$ cat config.mk
export PLATFORM = sky130hd
export DESIGN_NAME = serve_speed_ctrl
export DESIGN_NICKNAME = d
export VERILOG_FILES = /design/src/rtl/serve_speed_ctrl.sv
export SDC_FILE = /design/constraint.sdc
export NUM_CORES = 1
export LEC_CHECK = 0
export ABC_AREA = 0
export CAP_MARGIN = 20
export CORE_UTILIZATION = 26
export CTS_CLUSTER_SIZE = 16
export DETAILED_ROUTE_END_ITERATION = 10
export SYNTH_ARGS = -nofsm -noshare
export SYNTH_HDL_FRONTEND = slang
export SYNTH_SLANG_ARGS = --single-unit
$ cat constraint.sdc
create_clock -name clk -period 4.59 [get_ports clk]
set_clock_uncertainty 0.15 [all_clocks]
set_input_delay 0.6885 -clock clk [delete_from_list [all_inputs] [get_ports clk]]
set_output_delay 0.6885 -clock clk [all_outputs]
set_load 0.02 [all_outputs]
$ cat src/rtl/serve_speed_ctrl.sv
// Pong game timebase: ball/paddle prescalers gated by SERVE/RUN/PAUSE,
// with ball speed stepping up every few paddle hits and resetting on each point.
module serve_speed_ctrl #(
  parameter int unsigned WIDTH         = 16,
  parameter int unsigned BASE_PERIOD   = 32'h7fff,
  parameter int unsigned STEP          = 32'h0800,
  parameter int unsigned MAXLVL        = 7,
  parameter int unsigned HITS_PER_LVL  = 4,
  parameter int unsigned SERVE_TICKS   = 32,
  parameter int unsigned PADDLE_PERIOD = 32'h3fff
) (
  input  logic       clk,
  input  logic       reset,
  input  logic       hit,
  input  logic       point,
  input  logic       pause,
  output logic       ball_tick,
  output logic       paddle_tick,
  output logic [2:0] level,
  output logic       serving
);

  localparam int unsigned HW = (HITS_PER_LVL > 1) ? $clog2(HITS_PER_LVL) : 1;
  localparam int unsigned SW = (SERVE_TICKS > 1) ? $clog2(SERVE_TICKS) : 1;

  typedef enum logic [1:0] {
    SERVE = 2'd0,
    RUN   = 2'd1,
    PAUSE = 2'd2
  } state_t;

  state_t          state;
  logic [WIDTH-1:0] ball_cnt;
  logic [WIDTH-1:0] paddle_cnt;
  logic [WIDTH-1:0] cur_period;
  logic [SW-1:0]    serve_cnt;
  logic [HW-1:0]    hit_cnt;

  logic ball_wrap;
  logic paddle_wrap;

  assign ball_wrap   = (ball_cnt == cur_period - WIDTH'(1));
  assign paddle_wrap = (paddle_cnt == WIDTH'(PADDLE_PERIOD - 1));

  always_ff @(posedge clk or posedge reset) begin
    if (reset) begin
      state       <= SERVE;
      ball_cnt    <= '0;
      paddle_cnt  <= '0;
      cur_period  <= WIDTH'(BASE_PERIOD);
      serve_cnt   <= '0;
      hit_cnt     <= '0;
      level       <= '0;
      ball_tick   <= 1'b0;
      paddle_tick <= 1'b0;
      serving     <= 1'b1;
    end else begin
      ball_tick   <= 1'b0;
      paddle_tick <= 1'b0;

      // Paddle timebase only freezes on pause; game state never restarts it.
      if (!pause) begin
        if (paddle_wrap) begin
          paddle_cnt  <= '0;
          paddle_tick <= 1'b1;
        end else begin
          paddle_cnt <= paddle_cnt + WIDTH'(1);
        end
      end

      if (point) begin
        state      <= SERVE;
        serving    <= 1'b1;
        level      <= '0;
        hit_cnt    <= '0;
        serve_cnt  <= '0;
        ball_cnt   <= '0;
        cur_period <= WIDTH'(BASE_PERIOD);
      end else begin
        // New period takes effect only at a wrap so a running count is never cut short.
        if (!pause) begin
          if (ball_wrap) begin
            ball_cnt   <= '0;
            cur_period <= WIDTH'(BASE_PERIOD) - WIDTH'(level) * WIDTH'(STEP);
            if (state != SERVE) ball_tick <= 1'b1;
          end else begin
            ball_cnt <= ball_cnt + WIDTH'(1);
          end
        end

        case (state)
          SERVE: begin
            if (!pause && ball_wrap) begin
              if (serve_cnt == SW'(SERVE_TICKS - 1)) begin
                state     <= RUN;
                serving   <= 1'b0;
                serve_cnt <= '0;
              end else begin
                serve_cnt <= serve_cnt + SW'(1);
              end
            end
          end
          RUN: begin
            if (pause) begin
              state <= PAUSE;
            end else if (hit) begin
              if (hit_cnt == HW'(HITS_PER_LVL - 1)) begin
                hit_cnt <= '0;
                if (level != 3'(MAXLVL)) level <= level + 3'd1;
              end else begin
                hit_cnt <= hit_cnt + HW'(1);
              end
            end
          end
          PAUSE: begin
            if (!pause) state <= RUN;
          end
          default: state <= SERVE;
        endcase
      end
    end
  end

endmodule

==> flow_metrics.py, run 1 <==
metrics = {
    "route": {
        "vias": 1837,
        "detail_route.first_pass.iterations": 4,
        "totalWireLength_um": 4610,
        "detail-route-antenna-nets": 0,
        "drt_iter0_markers": 111,
        "post-route-drc-count": 0,
        "routed_wire_length_per_instance_um": 11.3,
        "vias_per_cell": 4.50,
    },
    "layout": {
        "drive_above_1_share_pct": 10.5,
        "antenna-diode-count": 0,
        "finish.utilization_pct": 30.5,
        "layout.nets": 288,
        "area_growth_pct": 13.3,
    },
    "clock_tree": {
        "cts.sinks": 50,
        "largest_buffer_count_on_any_clock_path": 2,
        "cts-htree-levels": 2,
        "cts.repair_timing.setup_buffer_count": 0,
        "cts-buffers-inserted": 5,
        "clock_latency_ns": 0.31,
        "clk_pin_slew_worst_paths_ns": 0.11,
        "clockRootBuffer": "clkbuf_8",
        "number_of_hold_repair_buffers_added_at_the_cts_stage": 0,
        "cts_tree": "yes",
        "postCtsResizedCells": 0,
    },
    "worst_setup_path": {
        "data_arrival_time_at_the_worst_slack_endpoint_ns": 2.97,
        "critPathCaptureType": "flop",
        "cp.required_ns": 4.63,
        "category_of_the_most_critical_setup_path": "input pin to flop",
        "timing.rr.start": "paddle_cnt[0]",
        "worstSetupStartpointType": "input pin",
        "reg2reg_to": "paddle_cnt[0]",
        "r2r_setup_slack_ns": 2.27,
        "critPathMaxFanout": 21,
        "rr_worst_depth": 6,
    },
    "place": {
        "post-dp-hpwl_um": 3140,
        "port_buffers": 10,
        "gp_congestion": 0.744,
    },
    "floorplan": {
        "start_util_pct": 26.9,
        "die_height_um": 103,
        "chipWidth_um": 103,
        "core_um2": 9770,
        "die-area_um2": 10500,
        "boundaryPins": 11,
        "core.rowCount": 36,
    },
    "synthesis": {
        "yosysMostFrequentCell": "dfrtp_1",
        "netlist_top_cells_area": "dfrtp_1 (44%), xor2_1 (4.7%), nor2_1 (4.6%)",
        "synth_cell_count_leaders": "dfrtp_1 (46), nor2_1 (32), nand2_1 (31)",
        "syn-mean-instance-area_um2": 9.93,
        "async_flop_share_pct": 100,
        "syn-num-nets": 279,
        "count_of_distinct_cell_types_in_the_synthesized_netlist": 42,
        "synth_top_cell_area_share_pct": 43.7,
        "synth.ff_latch_count": 50,
        "predominant_post_synthesis_flop_cell": "dfrtp_1",
        "synth_area_leader_cell": "dfrtp_1",
        "synth-edff-count": 0,
        "synth.cell_area_um2": 2630,
        "synth_seq_area_share_pct": 47.7,
        "yosys_warnings": 0,
        "netlist_instances": 265,
    },
    "grt": {
        "maximum_number_of_pins_on_one_net_before_global_route_repair": 51,
        "antenna_violations_before_repair": 0,
        "gr-usage-all-layers_pct": 10.1,
        "first_global_vias": 1798,
        "grt-ovfl-total": 0,
        "wire_length_of_the_first_global_routing_pass_um": 8370,
    },
    "hold_path": {
        "whs_endpoint": "paddle_cnt[15]",
        "min-delay-start": "paddle_cnt[15]",
        "worstHoldPathCells": 1,
        "hold_path_class": "flop to flop",
    },
    "timing": {
        "layout_worst_path_cycle_share_pct": 64.0,
        "time_the_worst_path_needs_with_i_o_delays_and_setup_ns": 2.94,
        "timing.final.max_slew_violations": 0,
        "fin_tns_setup_ns": 0,
        "slew-limit-headroom_pct": 36.1,
        "final-hold-violation-count": 0,
        "worstMarginPinSlew_ns": 0.958,
        "setup_viol": 0,
        "rsz0062_at_grt": "false",
        "maxClockFrequency_ghz": 0.340,
    },
    "status": {
        "outcome": "complete, no violations",
    },
    "pwr": {
        "power.ir.vdd_worst_mv": 0.133,
        "power_per_cell_area_nw_per_um2": 308,
        "cellLeakagePower_nw": 1.25,
    },
    "job": {
        "max_cap_viol_count": 0,
    },
}
-- worst max path at each step --
stage	startpoint	to	slack [ns]	cells past startpoint
finish	point	ball_cnt[12]	1.65	5
global route	point	ball_cnt[11]	1.42	5
CTS	point	ball_cnt[10]	1.66	5
detailed placement	point	ball_cnt[10]	1.34	5
global placement	point	ball_cnt[2]	1.37	5
floorplan	reset	ball_cnt[0]	2.56	1
-- critical path, stage by stage --
cell and delay [ns]:
clkdlybuf4s50_1 0.75, or2_2 0.50, a21oi_1 0.75, nand3_1 0.14, o311ai_0 0.14
-- power breakdown --
group	internal (W)	switching, W	total, W	leakage (nW)
logic	0.0000452	0.0000525	0.0000977	0.523
registers	0.000470	0.0000361	0.000506	0.673
clock network	0.000162	0.000153	0.000316	0.0504
-- stage by stage --
step | cells | worst slack [ns] | hold WS (ns) | cell area, µm² | power (W)
CTS | 407 | 1.66 | 0.327 | 2960 | 0.000930
global route | 408 | 1.42 | 0.357 | 2980 | 0.000976
floorplan | 265 | 2.56 | 0.285 | 2630 | 0.000586
finish | 408 | 1.65 | 0.322 | 2980 | 0.000919
detailed placement | 399 | 1.34 | 0.307 | 2850 | 0.000611
global placement | 399 | 1.37 | 0.304 | 2850 | 0.000608
-- layer usage --
layer / up-vias / track usage [%] / share of wire (%)
met2: 19 / 15.8 / 43
li1: 930 / - / -
met3: 5 / 2.24 / 2.7
met4: 0 / 3.63 / 1.5
met1: 883 / 13.7 / 53
met5: - / 0 / 0
-- sequential cells by signal, summed over array words and instances (netlist names) --
register,flops
paddle_tick,1
level,3
ball_cnt,16
serving,1
cur_period,3
serve_cnt,5
ball_tick,1
state,2
hit_cnt,2
paddle_cnt,16
-- cell families (layout without fill, tap and decap cells) --
logic type,Yosys count,after routing,share of synthesized area [%]
compound gates,31,31,7.08
simple gates,126,126,26.3
xor+xnor,25,25,8.60
buf+inv,17,27,3.33
fa+ha+maj,9,9,4.28
flops,50,50,47.7
mux,7,7,2.66
-- final cells by class --
class	instances	area, µm²
Sequential cell	50	1260
Clock buffer	5	68.8
Inverter	6	22.5
Clock inverter	3	45.0
Timing Repair Buffer	13	135
Fill cell	1020	6790
Multi-Input combinational cell	198	1290
Tap cell	133	166
-- cell usage in the layout, fill, tap and decap left out, types with 2 or more instances in the layout --
master,synthesis,routed
nor3_1,8,8
nand2_1,31,31
or4_1,2,2
clkdlybuf4s50_1,0,10
nand4b_1,3,3
dfstp_2,4,4
inv_1,6,5
nand4_1,5,5
nor2b_1,3,3
buf_4,0,2
xor2_1,14,14
nand3_1,16,16
ha_1,9,9
dfrtp_1,46,46
o21ai_0,10,10
xnor2_1,10,10
nor2_1,32,32
o31a_1,3,3
a31oi_1,3,3
or3_1,3,3
or2_2,4,4
nand3b_1,5,5
clkinvlp_4,0,2
clkbuf_8,2,5
a21oi_1,10,10
and4_1,3,3
o311ai_0,2,2
mux2i_1,7,7
No activity file was read; power rests on OpenSTA's default activity.
==> run 2, diff against run 1 <==
- clock period: 4.59 -> 2.65 ns (I/O delays scaled with it)
==> run 2 against run 1 <==
Against the previous run: setup slack worse by 1.1 ns; highest routed layer unchanged; non-clock buffer count up 6; combinational power up 77%.
==> flow_metrics.py, run 2 (same netlist as run 1, synthesis figures left out) <==
metrics = {
    "floorplan": {
        "start_util_pct": 26.9,
        "core_um2": 9770,
        "die_height_um": 103,
        "boundaryPins": 11,
        "core.rowCount": 36,
        "chipWidth_um": 103,
        "die-area_um2": 10500,
    },
    "worst_setup_path": {
        "crit_path_cell_trace": "inv_1 -> ha_1 -> nand4b_1 -> nor4_4 -> nand4b_4 -> or4_1 -> a21oi_1",
        "critPathCaptureType": "flop",
        "cp.required_ns": 2.74,
        "critPathMaxFanout": 7,
        "worstSetupStartpointType": "flop",
        "critical_path.slowest_cell": "or4_1",
        "data_arrival_time_at_the_worst_slack_endpoint_ns": 2.23,
        "cp_slowest_stage_delay_ns": 0.49,
        "category_of_the_most_critical_setup_path": "flop to flop",
    },
    "layout": {
        "final_common_cell": "dfrtp_1",
        "antenna-diode-count": 0,
        "drive_above_1_share_pct": 12.5,
        "layout.nets": 294,
        "area_growth_pct": 14.2,
        "layout.cells.most_common_list": "dfrtp_1 (46), nor2_1 (32), nand2_1 (31)",
        "finish.utilization_pct": 30.8,
        "stdcell_area_um2": 3010,
        "reg_top3": "ball_cnt: 16 flops, paddle_cnt: 16 flops, serve_cnt: 5 flops",
    },
    "place": {
        "port_buffers": 10,
        "gp_congestion": 0.777,
        "post-dp-hpwl_um": 3310,
        "placement.cell_area_um2": 2910,
    },
    "timing": {
        "timing.final.max_slew_violations": 0,
        "fin_hold_ws_ns": 0.304,
        "layout_worst_path_cycle_share_pct": 80.9,
        "setup_viol": 0,
        "maxClockFrequency_ghz": 0.466,
        "worstMarginPinSlew_ns": 0.572,
        "final-hold-violation-count": 0,
        "fin_tns_setup_ns": 0,
        "time_the_worst_path_needs_with_i_o_delays_and_setup_ns": 2.14,
        "slew-limit-headroom_pct": 61.8,
        "rsz0062_at_grt": "false",
    },
    "clock_tree": {
        "postCtsResizedCells": 0,
        "cts.repair_timing.setup_buffer_count": 0,
        "number_of_hold_repair_buffers_added_at_the_cts_stage": 0,
        "clockRootBuffer": "clkbuf_8",
        "largest_buffer_count_on_any_clock_path": 2,
        "clk_pin_slew_worst_paths_ns": 0.10,
        "cts.sinks": 50,
        "cts-buffers-inserted": 5,
        "cts-htree-levels": 2,
        "cts_tree": "yes",
        "clock_latency_ns": 0.31,
    },
    "pwr": {
        "power_per_cell_area_nw_per_um2": 502,
        "power.ir.vdd_worst_mv": 0.191,
        "cellLeakagePower_nw": 1.27,
    },
    "grt": {
        "grt-ovfl-total": 0,
        "gr-usage-all-layers_pct": 10.1,
        "first_global_vias": 1854,
        "antenna_violations_before_repair": 0,
        "wire_length_of_the_first_global_routing_pass_um": 8490,
        "maximum_number_of_pins_on_one_net_before_global_route_repair": 27,
    },
    "route": {
        "totalWireLength_um": 4730,
        "post-route-drc-count": 0,
        "routed_wire_length_per_instance_um": 11.4,
        "vias": 1899,
        "drt_iter0_markers": 53,
        "detail_route.first_pass.iterations": 4,
        "detail-route-antenna-nets": 0,
        "vias_per_cell": 4.59,
    },
    "job": {
        "max_cap_viol_count": 0,
    },
    "status": {
        "outcome": "complete, no violations",
    },
    "hold_path": {
        "hold_path_class": "input pin to async pin",
    },
}
## run 2: per-stage QoR
stage	worst slack (ns)	instances	power, W
6_report	0.505	414	0.00151
3_3_place_gp	0.491	406	0.00106
3_5_place_dp	0.464	406	0.00107
5_1_grt	0.321	414	0.00160
4_1_cts	0.485	414	0.00154
2_1_floorplan	0.652	265	0.00102
## run 2: final cells by class
class / instances / area [µm²]
fill: 1010 / 6770
inverter: 6 / 22.5
tap: 133 / 166
timing repair buffer: 19 / 180
clock inverter: 3 / 23.8
clock buffer: 5 / 68.8
sequential: 50 / 1260
multi-input combinational: 198 / 1290
## run 2: power breakdown
part	internal, W	leakage, nW	switching, W	total, W
registers	0.000813	0.673	0.0000638	0.000877
clock network	0.000189	0.0408	0.000271	0.000460
logic	0.0000805	0.554	0.0000928	0.000173
## run 2: final timing paths
kind,slack [ns],from,cells after the start,end
setup / recovery,0.51,ball_cnt[0],7,serve_cnt[3]
hold / removal,0.30,reset,2,paddle_tick
max in group asynchronous,1.41,reset,3,cur_period[13]
min in group clk,0.32,paddle_cnt[15],1,paddle_cnt[15]
setup reg to reg,0.51,ball_cnt[0],7,serve_cnt[3]
hold reg to reg,0.32,paddle_cnt[15],1,paddle_cnt[15]
## run 2: critical path, delay by kind of cell (launching register included)
kind,cells,cell delay (ns)
fa+ha+maj,1,0.14
simple gates,4,1.12
compound gates,1,0.14
buf+inv,1,0.08
flops,1,0.44
## run 2: metal layers
layer	part of all wire [%]	vias to the layer above	GRT usage [%]
met3	3.4	7	2.44
met2	47	22	16.6
met5	0	-	0
met4	1.1	0	3.19
li1	-	948	-
met1	48	922	13.2
